<file path="src/rtl/sdram_cmd_if.sv">
`default_nettype none
// ============================================================================
// Module      : sdram_cmd_if
// Description : Command request/handshake bundle between a controller and
//               the SDRAM command issuer.
// Revision    : 1.0 - initial release
// ============================================================================
interface sdram_cmd_if #(
    parameter int AW = 12,
    parameter int BW = 2
);
    logic          cmd_valid;
    logic [3:0]    cmd_type;
    logic [AW-1:0] cmd_addr;
    logic [BW-1:0] cmd_ba;
    logic          cmd_ready;
    logic          cmd_done;

    modport master (
        output cmd_valid, cmd_type, cmd_addr, cmd_ba,
        input  cmd_ready, cmd_done
    );

    modport slave (
        input  cmd_valid, cmd_type, cmd_addr, cmd_ba,
        output cmd_ready, cmd_done
    );
endinterface
`default_nettype wire

</file>
<file path="src/rtl/sdram_cmd.sv">
`default_nettype none
// ============================================================================
// Module      : sdram_cmd
// Description : Issues one SDRAM command at a time onto registered pins and
//               holds off further requests until its timing window elapses.
// Revision    : 1.0 - initial release
// ============================================================================
module sdram_cmd #(
    parameter int CLK_FREQ = 50,
    parameter int AW       = 12,
    parameter int BW       = 2,
    parameter int T_RP     = 20,
    parameter int T_RFC    = 70,
    parameter int T_RCD    = 20,
    parameter int T_MRD    = 2
) (
    input  logic          clk,
    input  logic          rst_n,
    sdram_cmd_if.slave    bus,
    output logic          sdram_cke,
    output logic          sdram_cs_n,
    output logic          sdram_ras_n,
    output logic          sdram_cas_n,
    output logic          sdram_we_n,
    output logic [AW-1:0] sdram_addr,
    output logic [BW-1:0] sdram_ba
);
    function automatic int ns_to_cyc(input int t_ns);
        int n;
        n = (t_ns * CLK_FREQ + 999) / 1000;
        return (n < 1) ? 1 : n;
    endfunction

    localparam int N_RP  = ns_to_cyc(T_RP);
    localparam int N_RFC = ns_to_cyc(T_RFC);
    localparam int N_RCD = ns_to_cyc(T_RCD);
    localparam int N_MRD = T_MRD;
    localparam int N_MAX_A = (N_RP > N_RFC) ? N_RP : N_RFC;
    localparam int N_MAX_B = (N_RCD > N_MRD) ? N_RCD : N_MRD;
    localparam int N_MAX   = (N_MAX_A > N_MAX_B) ? N_MAX_A : N_MAX_B;
    localparam int CW      = $clog2(N_MAX + 1);

    localparam logic [3:0] CMD_LMR  = 4'b0000;
    localparam logic [3:0] CMD_REF  = 4'b0001;
    localparam logic [3:0] CMD_PRE  = 4'b0010;
    localparam logic [3:0] CMD_ACT  = 4'b0011;
    localparam logic [3:0] CMD_NOP  = 4'b0111;
    localparam logic [3:0] CMD_DESL = 4'b1111;

    typedef enum logic [1:0] {
        WAKE = 2'd0,
        IDLE = 2'd1,
        BUSY = 2'd2
    } state_t;

    state_t        state, state_n;
    logic [CW-1:0] cnt, cnt_n;
    logic          cke_n;
    logic [3:0]    pins_n;
    logic [AW-1:0] addr_n;
    logic [BW-1:0] ba_n;

    // Counter is preloaded with N-1 so the BUSY window spans exactly N cycles.
    function automatic logic [CW-1:0] wait_load(input logic [3:0] t);
        case (t)
            CMD_PRE: wait_load = CW'(N_RP - 1);
            CMD_REF: wait_load = CW'(N_RFC - 1);
            CMD_LMR: wait_load = CW'(N_MRD - 1);
            CMD_ACT: wait_load = CW'(N_RCD - 1);
            default: wait_load = '0;
        endcase
    endfunction

    // Column commands are not issued by this block; they degrade to NOP.
    function automatic logic [3:0] pin_cmd(input logic [3:0] t);
        case (t)
            CMD_LMR, CMD_REF, CMD_PRE, CMD_ACT, CMD_NOP, CMD_DESL: pin_cmd = t;
            default:                                               pin_cmd = CMD_NOP;
        endcase
    endfunction

    assign bus.cmd_ready = (state == IDLE);
    assign bus.cmd_done  = (state == BUSY) && (cnt == '0);

    always_comb begin
        state_n = state;
        cnt_n   = cnt;
        cke_n   = sdram_cke;
        pins_n  = CMD_NOP;
        addr_n  = sdram_addr;
        ba_n    = sdram_ba;
        case (state)
            WAKE: begin
                cke_n   = 1'b1;
                state_n = IDLE;
            end
            IDLE: begin
                if (bus.cmd_valid) begin
                    pins_n  = pin_cmd(bus.cmd_type);
                    addr_n  = bus.cmd_addr;
                    ba_n    = bus.cmd_ba;
                    cnt_n   = wait_load(bus.cmd_type);
                    state_n = BUSY;
                end
            end
            BUSY: begin
                if (cnt != '0) cnt_n = cnt - CW'(1);
                else           state_n = IDLE;
            end
            default: state_n = WAKE;
        endcase
    end

    always_ff @(posedge clk or negedge rst_n) begin
        if (!rst_n) begin
            state      <= WAKE;
            cnt        <= '0;
            sdram_cke  <= 1'b0;
            {sdram_cs_n, sdram_ras_n, sdram_cas_n, sdram_we_n} <= CMD_DESL;
            sdram_addr <= '0;
            sdram_ba   <= '0;
        end else begin
            state      <= state_n;
            cnt        <= cnt_n;
            sdram_cke  <= cke_n;
            {sdram_cs_n, sdram_ras_n, sdram_cas_n, sdram_we_n} <= pins_n;
            sdram_addr <= addr_n;
            sdram_ba   <= ba_n;
        end
    end
endmodule
`default_nettype wire

</file>
<file path="src/flat_wrapper.sv">
// flat-port wrapper written by rule: the top's interface ports become plain ports
module sdram_cmd_flat 
#(
    parameter int CLK_FREQ = 50,
    parameter int AW       = 12,
    parameter int BW       = 2,
    parameter int T_RP     = 20,
    parameter int T_RFC    = 70,
    parameter int T_RCD    = 20,
    parameter int T_MRD    = 2
)
  (clk, rst_n, sdram_cke, sdram_cs_n, sdram_ras_n, sdram_cas_n, sdram_we_n, sdram_addr, sdram_ba, bus_cmd_valid, bus_cmd_type, bus_cmd_addr, bus_cmd_ba, bus_cmd_ready, bus_cmd_done);
  sdram_cmd_if #(.AW(AW), .BW(BW)) bus_i ();
  input  logic clk;
  input  logic rst_n;
  output logic sdram_cke;
  output logic sdram_cs_n;
  output logic sdram_ras_n;
  output logic sdram_cas_n;
  output logic sdram_we_n;
  output logic [AW-1:0] sdram_addr;
  output logic [BW-1:0] sdram_ba;
  input wire logic [$bits(bus_i.cmd_valid)-1:0] bus_cmd_valid;
  input wire logic [$bits(bus_i.cmd_type)-1:0] bus_cmd_type;
  input wire logic [$bits(bus_i.cmd_addr)-1:0] bus_cmd_addr;
  input wire logic [$bits(bus_i.cmd_ba)-1:0] bus_cmd_ba;
  output wire logic [$bits(bus_i.cmd_ready)-1:0] bus_cmd_ready;
  output wire logic [$bits(bus_i.cmd_done)-1:0] bus_cmd_done;
  assign bus_i.cmd_valid = bus_cmd_valid;
  assign bus_i.cmd_type = bus_cmd_type;
  assign bus_i.cmd_addr = bus_cmd_addr;
  assign bus_i.cmd_ba = bus_cmd_ba;
  assign bus_cmd_ready = bus_i.cmd_ready;
  assign bus_cmd_done = bus_i.cmd_done;
  sdram_cmd #(.CLK_FREQ(CLK_FREQ), .AW(AW), .BW(BW), .T_RP(T_RP), .T_RFC(T_RFC), .T_RCD(T_RCD), .T_MRD(T_MRD)) u_core (.clk(clk), .rst_n(rst_n), .bus(bus_i), .sdram_cke(sdram_cke), .sdram_cs_n(sdram_cs_n), .sdram_ras_n(sdram_ras_n), .sdram_cas_n(sdram_cas_n), .sdram_we_n(sdram_we_n), .sdram_addr(sdram_addr), .sdram_ba(sdram_ba));
endmodule
</file>
<file path="config.mk">
export PLATFORM = sky130hd
export DESIGN_NAME = sdram_cmd_flat
export DESIGN_NICKNAME = d
export VERILOG_FILES = /design/src/rtl/sdram_cmd_if.sv /design/src/rtl/sdram_cmd.sv /design/src/flat_wrapper.sv
export SDC_FILE = /design/constraint.sdc
export NUM_CORES = 1
export LEC_CHECK = 0
export ABC_CLOCK_PERIOD_IN_PS = 3000
export CORE_MARGIN = 2
export CORE_UTILIZATION = 45
export CTS_CLUSTER_SIZE = 40
export DETAILED_ROUTE_END_ITERATION = 8
export GPL_TIMING_DRIVEN = 0
export PLACE_DENSITY = 0.87
export SLEW_MARGIN = 20
export SYNTH_ARGS = -nofsm -noshare
export SYNTH_HDL_FRONTEND = slang
export SYNTH_SLANG_ARGS = --single-unit
</file>
<file path="constraint.sdc">
create_clock -name clk -period 3 [get_ports clk]
set_input_delay 0.45 -clock clk [delete_from_list [all_inputs] [get_ports clk]]
set_output_delay 0.45 -clock clk [all_outputs]
set_load 0.005 [all_outputs]
</file>
# ---- Yosys cells after proc, flatten, opt, wreduce, memory -nomap -nowiden
# Index checks and enable logic that the tools add are counted.
dict set report totals {
  ff_bits 24
  latch_bits 0
  ram_bits 0
  rom_bits 0
  input_bits 21
  output_inout_bits 21
  elab_cells 40
  mem_count 0
}
dict set report op_classes {
  n_addsub 1
  n_mul 0
  div 0
  order_cmp 0
  n_eq_ne 10
  shift 0
  n_mux 10
  bitwise_logic 0
  n_reduce_logical 10
}
# op n
set op_table {}
lappend op_table {{$mux 4} 3}
lappend op_table {{$eq 4x2->1 const B} 2}
lappend op_table {{$mux 3} 2}
lappend op_table {{$ne 2x2->1 const B} 3}
lappend op_table {{$pmux 2 s3} 1}
lappend op_table {{$pmux 3 s2} 1}
lappend op_table {{$reduce_or 6->1} 1}
lappend op_table {{$eq 4x1->1 const B} 1}
lappend op_table {{$eq 4x3->1 const B} 1}
lappend op_table {{$eq 4x4->1 const B} 1}
lappend op_table {{$logic_not 4->1} 1}
lappend op_table {{$mux 2} 2}
lappend op_table {{$pmux 2 s2} 1}
lappend op_table {{$reduce_and 2->1} 2}
lappend op_table {{$logic_not 3->1} 1}
lappend op_table {{$reduce_and 3->1} 1}
lappend op_table {{$reduce_bool 3->1} 1}
lappend op_table {{$sub 3x1->3 const B} 1}
lappend op_table {{$eq 2x1->1 const B} 1}
lappend op_table {{$eq 2x2->1 const B} 1}
lappend op_table {{$logic_not 2->1} 1}
lappend op_table {{$reduce_bool 2->1} 1}
lappend op_table {{$logic_and 1x1->1} 1}

# ---- Longest topological paths before layout
dict set report depth {
  word_depth 5
  mapped_depth 6
  mapped_depth_nobuf 6
}

# ---- Worst setup path after synthesis
# Ideal clock, no wire load.
dict set report synth_timing {
  path_type {register -> register}
  from {register u_core.state[0]}
  to {register u_core.sdram_addr[10]}
  setup_ps 125
  t_arrival_ps 1368
  slack_ps 1508
  path_stages_with_launch 5
  path_buffers 1
  path_cell_list {dfrtp_1 > ha_1 > nand2_2 > buf_2 > mux2_2}
}
dict set report synth_between {
  elab_chain_len 2
}
# item line_no
set synth_rtl {}
lappend synth_rtl {{start: declaration} sdram_cmd.sv:56} ;# state_t state, state_n;
lappend synth_rtl {{start signal: assignment} sdram_cmd.sv:123} ;# state <= state_n;
lappend synth_rtl {{$eq 2x1->1} --}
lappend synth_rtl {{net bus_cmd_ready} flat_wrapper.sv:27} ;# output wire logic [$bits(bus_i.cmd_ready)-1:0] bus_cmd_ready;
lappend synth_rtl {{$reduce_and 2->1 (no line)} --}
lappend synth_rtl {{end signal: assignment} sdram_cmd.sv:127} ;# sdram_addr <= addr_n;
lappend synth_rtl {{end: declaration} sdram_cmd.sv:25} ;# output logic [AW-1:0] sdram_addr,
# The timed path passes the listed nets, and every way through them passes these cells.
# A chain may end at the register's enable or synchronous reset.

# ---- Final worst setup path
dict set report layout_timing {
  from {register u_core.cnt[0]}
  to {output port bus_cmd_done}
}
dict set report layout_between {
  elab_chain_len 2
}
# item line_no
set layout_rtl {}
lappend layout_rtl {{start: declaration} sdram_cmd.sv:57} ;# logic [CW-1:0] cnt, cnt_n;
lappend layout_rtl {{start signal: assignment} sdram_cmd.sv:124} ;# cnt <= cnt_n;
lappend layout_rtl {{$logic_not 3->1} sdram_cmd.sv:83} ;# assign bus.cmd_done = (state == BUSY) && (cnt == '0);
lappend layout_rtl {{$logic_and 1x1->1} sdram_cmd.sv:83}
lappend layout_rtl {{end: declaration} flat_wrapper.sv:28} ;# output wire logic [$bits(bus_i.cmd_done)-1:0] bus_cmd_done;
# Every way passes these cells.

==> key figures <==
GRT
  – Total track usage: 16.8%
  – GR Util met3: 3.71%
  – Grt met1 use: 19.6%
  – Initial antenna violation count: 0
  – Vias in the first global route: 812
  – GR met2 Demand/Resource: 30.6%
  – Largest net degree at the start of global routing: 25
  – Global-route wire length before repair: 3.46 mm
  – GRT Max-Usage Layer: met2
  – GR Overflow Total: 0

STA
  – Hold Vio Cnt, Final: 0
  – Slew at the pin with the worst max-slew slack: 0.502 ns
  – Minimum clock period: 2.31 ns
  – Setup TNS: 0 ns
  – Max-slew headroom: 66.5%
  – RSZ-0062 raised after global routing: false
  – Clock Skew: 0.00406 ns
  – # setup viols final: 0
  – Final worst slack: 0.688 ns
  – Tcrit/Tclk final: 77.1%
  – Max-slew violation count: 0
  – Max Fclk: 0.433 GHz

Routing
  – DR vias: 802
  – WL final: 2.12 mm
  – Routed Antenna Nets: 0
  – Initial drt markers: 7
  – WL/cell: 13.6 µm
  – Via/cell ratio: 5.14
  – DRC violations left: 0
  – DR pass1 iterations: 4

Final layout
  – Area of the multi-input gates: 429 µm²
  – Most frequent cells in the layout: 40 x clkdlybuf4s50_1, 20 x dfrtp_1, 15 x mux2_2
  – Finished Layout Cells: 156
  – Register area: 606 µm²
  – Final design utilization: 69.2%
  – Ratio of cells with drive above 1 in the final layout: 21.9%
  – Diodes inserted: 0
  – Fill cells: 183
  – Commonest non-fill, non-tap cell in the layout: clkdlybuf4s50_1
  – Fin nets: 157
  – Area grow syn2layout: 44.6%

Worst setup path
  – R2R Path End: u_core.sdram_addr[10]
  – Critical path type: reg2out
  – CP required: 2.55 ns
  – Crit-path slowest cell: clkdlybuf4s50_1
  – R2R Setup Slk: 1.32 ns
  – Number of cells on the worst reg-to-reg path: 4
  – Worst-path maximum fanout: 5
  – Reg2Reg Launch Point: u_core.state[0]
  – Crit. path cell count: 6
  – Crit path max-delay family: buffers and inverters
  – Critical path launch point: u_core.cnt[0]
  – Worst path arrival time: 1.86 ns
  – CP Buf/Inv Count: 3
  – CP max stage delay: 0.49 ns
  – Cell Chain, Critical Path: inv_1 -> ha_1 -> ha_1 -> nand2_1 -> inv_1 -> clkdlybuf4s50_1
  – CP endpoint kind: output port
  – End point of the critical path: bus_cmd_done
  – Nature of the critical path startpoint: flip-flop

Floorplan
  – Die width: 52.8 µm
  – Initial cell density of the core: 47.9%
  – Core area: 2230 µm²
  – Rows: 17
  – Die outline area: 2780 µm²
  – Num ports: 42
  – Die Height: 52.8 µm

Placement
  – Cells after DPL: 152
  – Place WS: 1.06 ns
  – Dpl hpwl: 1.74 mm
  – Port bufs: 41
  – GP Congestion: 0.858

Synth
  – Top cell type's share of synthesized area: 46.8%
  – Gate Count Post-Synth: 83
  – Number of flops mapped to enable cells by yosys: 0
  – Synth async-reset ratio: 100%
  – Cell accounting for the most synthesized area: dfrtp_1
  – Mapped cell area: 1070 µm²
  – Synth Net Count: 111
  – Yosys warnings: 0
  – Post-synth cell types: 26
  – Top FF cell, synth: dfrtp_1
  – Top post-synthesis cells by area: dfrtp_1 47%, mux2_2 16%, dfstp_2 9.8%, ha_1 8.2%, inv_1 2.8%
  – Sequential share of the synthesized area: 56.6%
  – Mean Syn Cell Area: 12.9 µm²
  – FF+latch count, synth: 24

Hold path
  – Hold Crit Class: in2async

Pwr
  – Worst VDD drop: 0.540 mV
  – Tot Pwr: 1370 µW
  – Lkg Pwr: 0.000659 µW
  – Pwr dens: 883 nW/µm²

Clock network
  – Num CTS Buffers: 3
  – Cts hold-fix bufs: 0
  – Worst skew pair latency: 0.30 ns
  – Setup bufs post-CTS: 0
  – Clock transition at path regs: 0.12 ns
  – TritonCTS clock tree: yes
  – Clock Tree Root: clkbuf_4
  – TritonCTS sink count: 24
  – H-Tree Depth: 1
  – Post-CTS resize count: 0
  – Maximum buffer depth of the clock tree: 2

Flow run
  – MaxCap Viol Count: 0

Status
  – Status: completed
worst min path at each step:
stage	to	slack, ns
floorplan	u_core.cnt[0]	0.15
detailed placement	u_core.sdram_cke	0.45
CTS	u_core.sdram_cke	0.49
global route	u_core.sdram_addr[4]	0.12
global placement	u_core.sdram_cke	0.45
finish	u_core.sdram_addr[4]	0.1
power by group:
group	total [µW]	internal [µW]	switching, µW
Combinational	681	415	266
Sequential	525	456	69.5
Clock	160	73.9	86.1
area by class of cell:
cell class / instances / share of cell area, %
Inverter: 8 / 1.94
Tap cell: 28 / 2.27
Buffer: 1 / 0.324
Clock buffer: 4 / 2.35
Multi-Input combinational cell: 50 / 27.8
Timing Repair Buffer: 41 / 26.2
Sequential cell: 24 / 39.2
layer usage:
metal | part of all wire, % | vias up
met5 | 0 | -
met4 | 0.47 | 0
met3 | 6.5 | 2
met2 | 51 | 33
met1 | 41 | 389
li1 | - | 378
registers in the layout, indices dropped and copies added (netlist names):
register	flops
u_core.sdram_cas_n	1
u_core.sdram_cs_n	1
u_core.state	2
u_core.sdram_ba	2
u_core.sdram_ras_n	1
u_core.sdram_cke	1
u_core.sdram_addr	12
u_core.sdram_we_n	1
u_core.cnt	3
cell families (layout without fill, tap and decap cells):
group / after synthesis / count (layout) / share of synthesized area (%)
DFF: 24 / 24 / 56.6
and+or+nand+nor: 19 / 19 / 9.83
muxes: 15 / 15 / 15.8
AOI/OAI and AO/OA: 9 / 9 / 6.32
buffers and inverters: 9 / 54 / 3.27
adders and majority gates: 7 / 7 / 8.19
stage by stage:
stage          area, µm²  hold slack (ns)
3_5_place_dp        1520            0.454
6_report            1550           0.0969
4_1_cts             1550            0.489
3_3_place_gp        1520            0.451
5_1_grt             1550            0.122
2_1_floorplan       1070            0.154
cell usage after synthesis, types with 2 or more instances:
cell type and n:
ha_1 7, nand2_1 5, nand2b_1 2, mux2_2 15
inv_1 8, dfstp_2 4, or2_1 2, nor2_1 2
a32oi_1 2, dfrtp_1 20
Note: power is estimated with default switching activity, not from simulation.
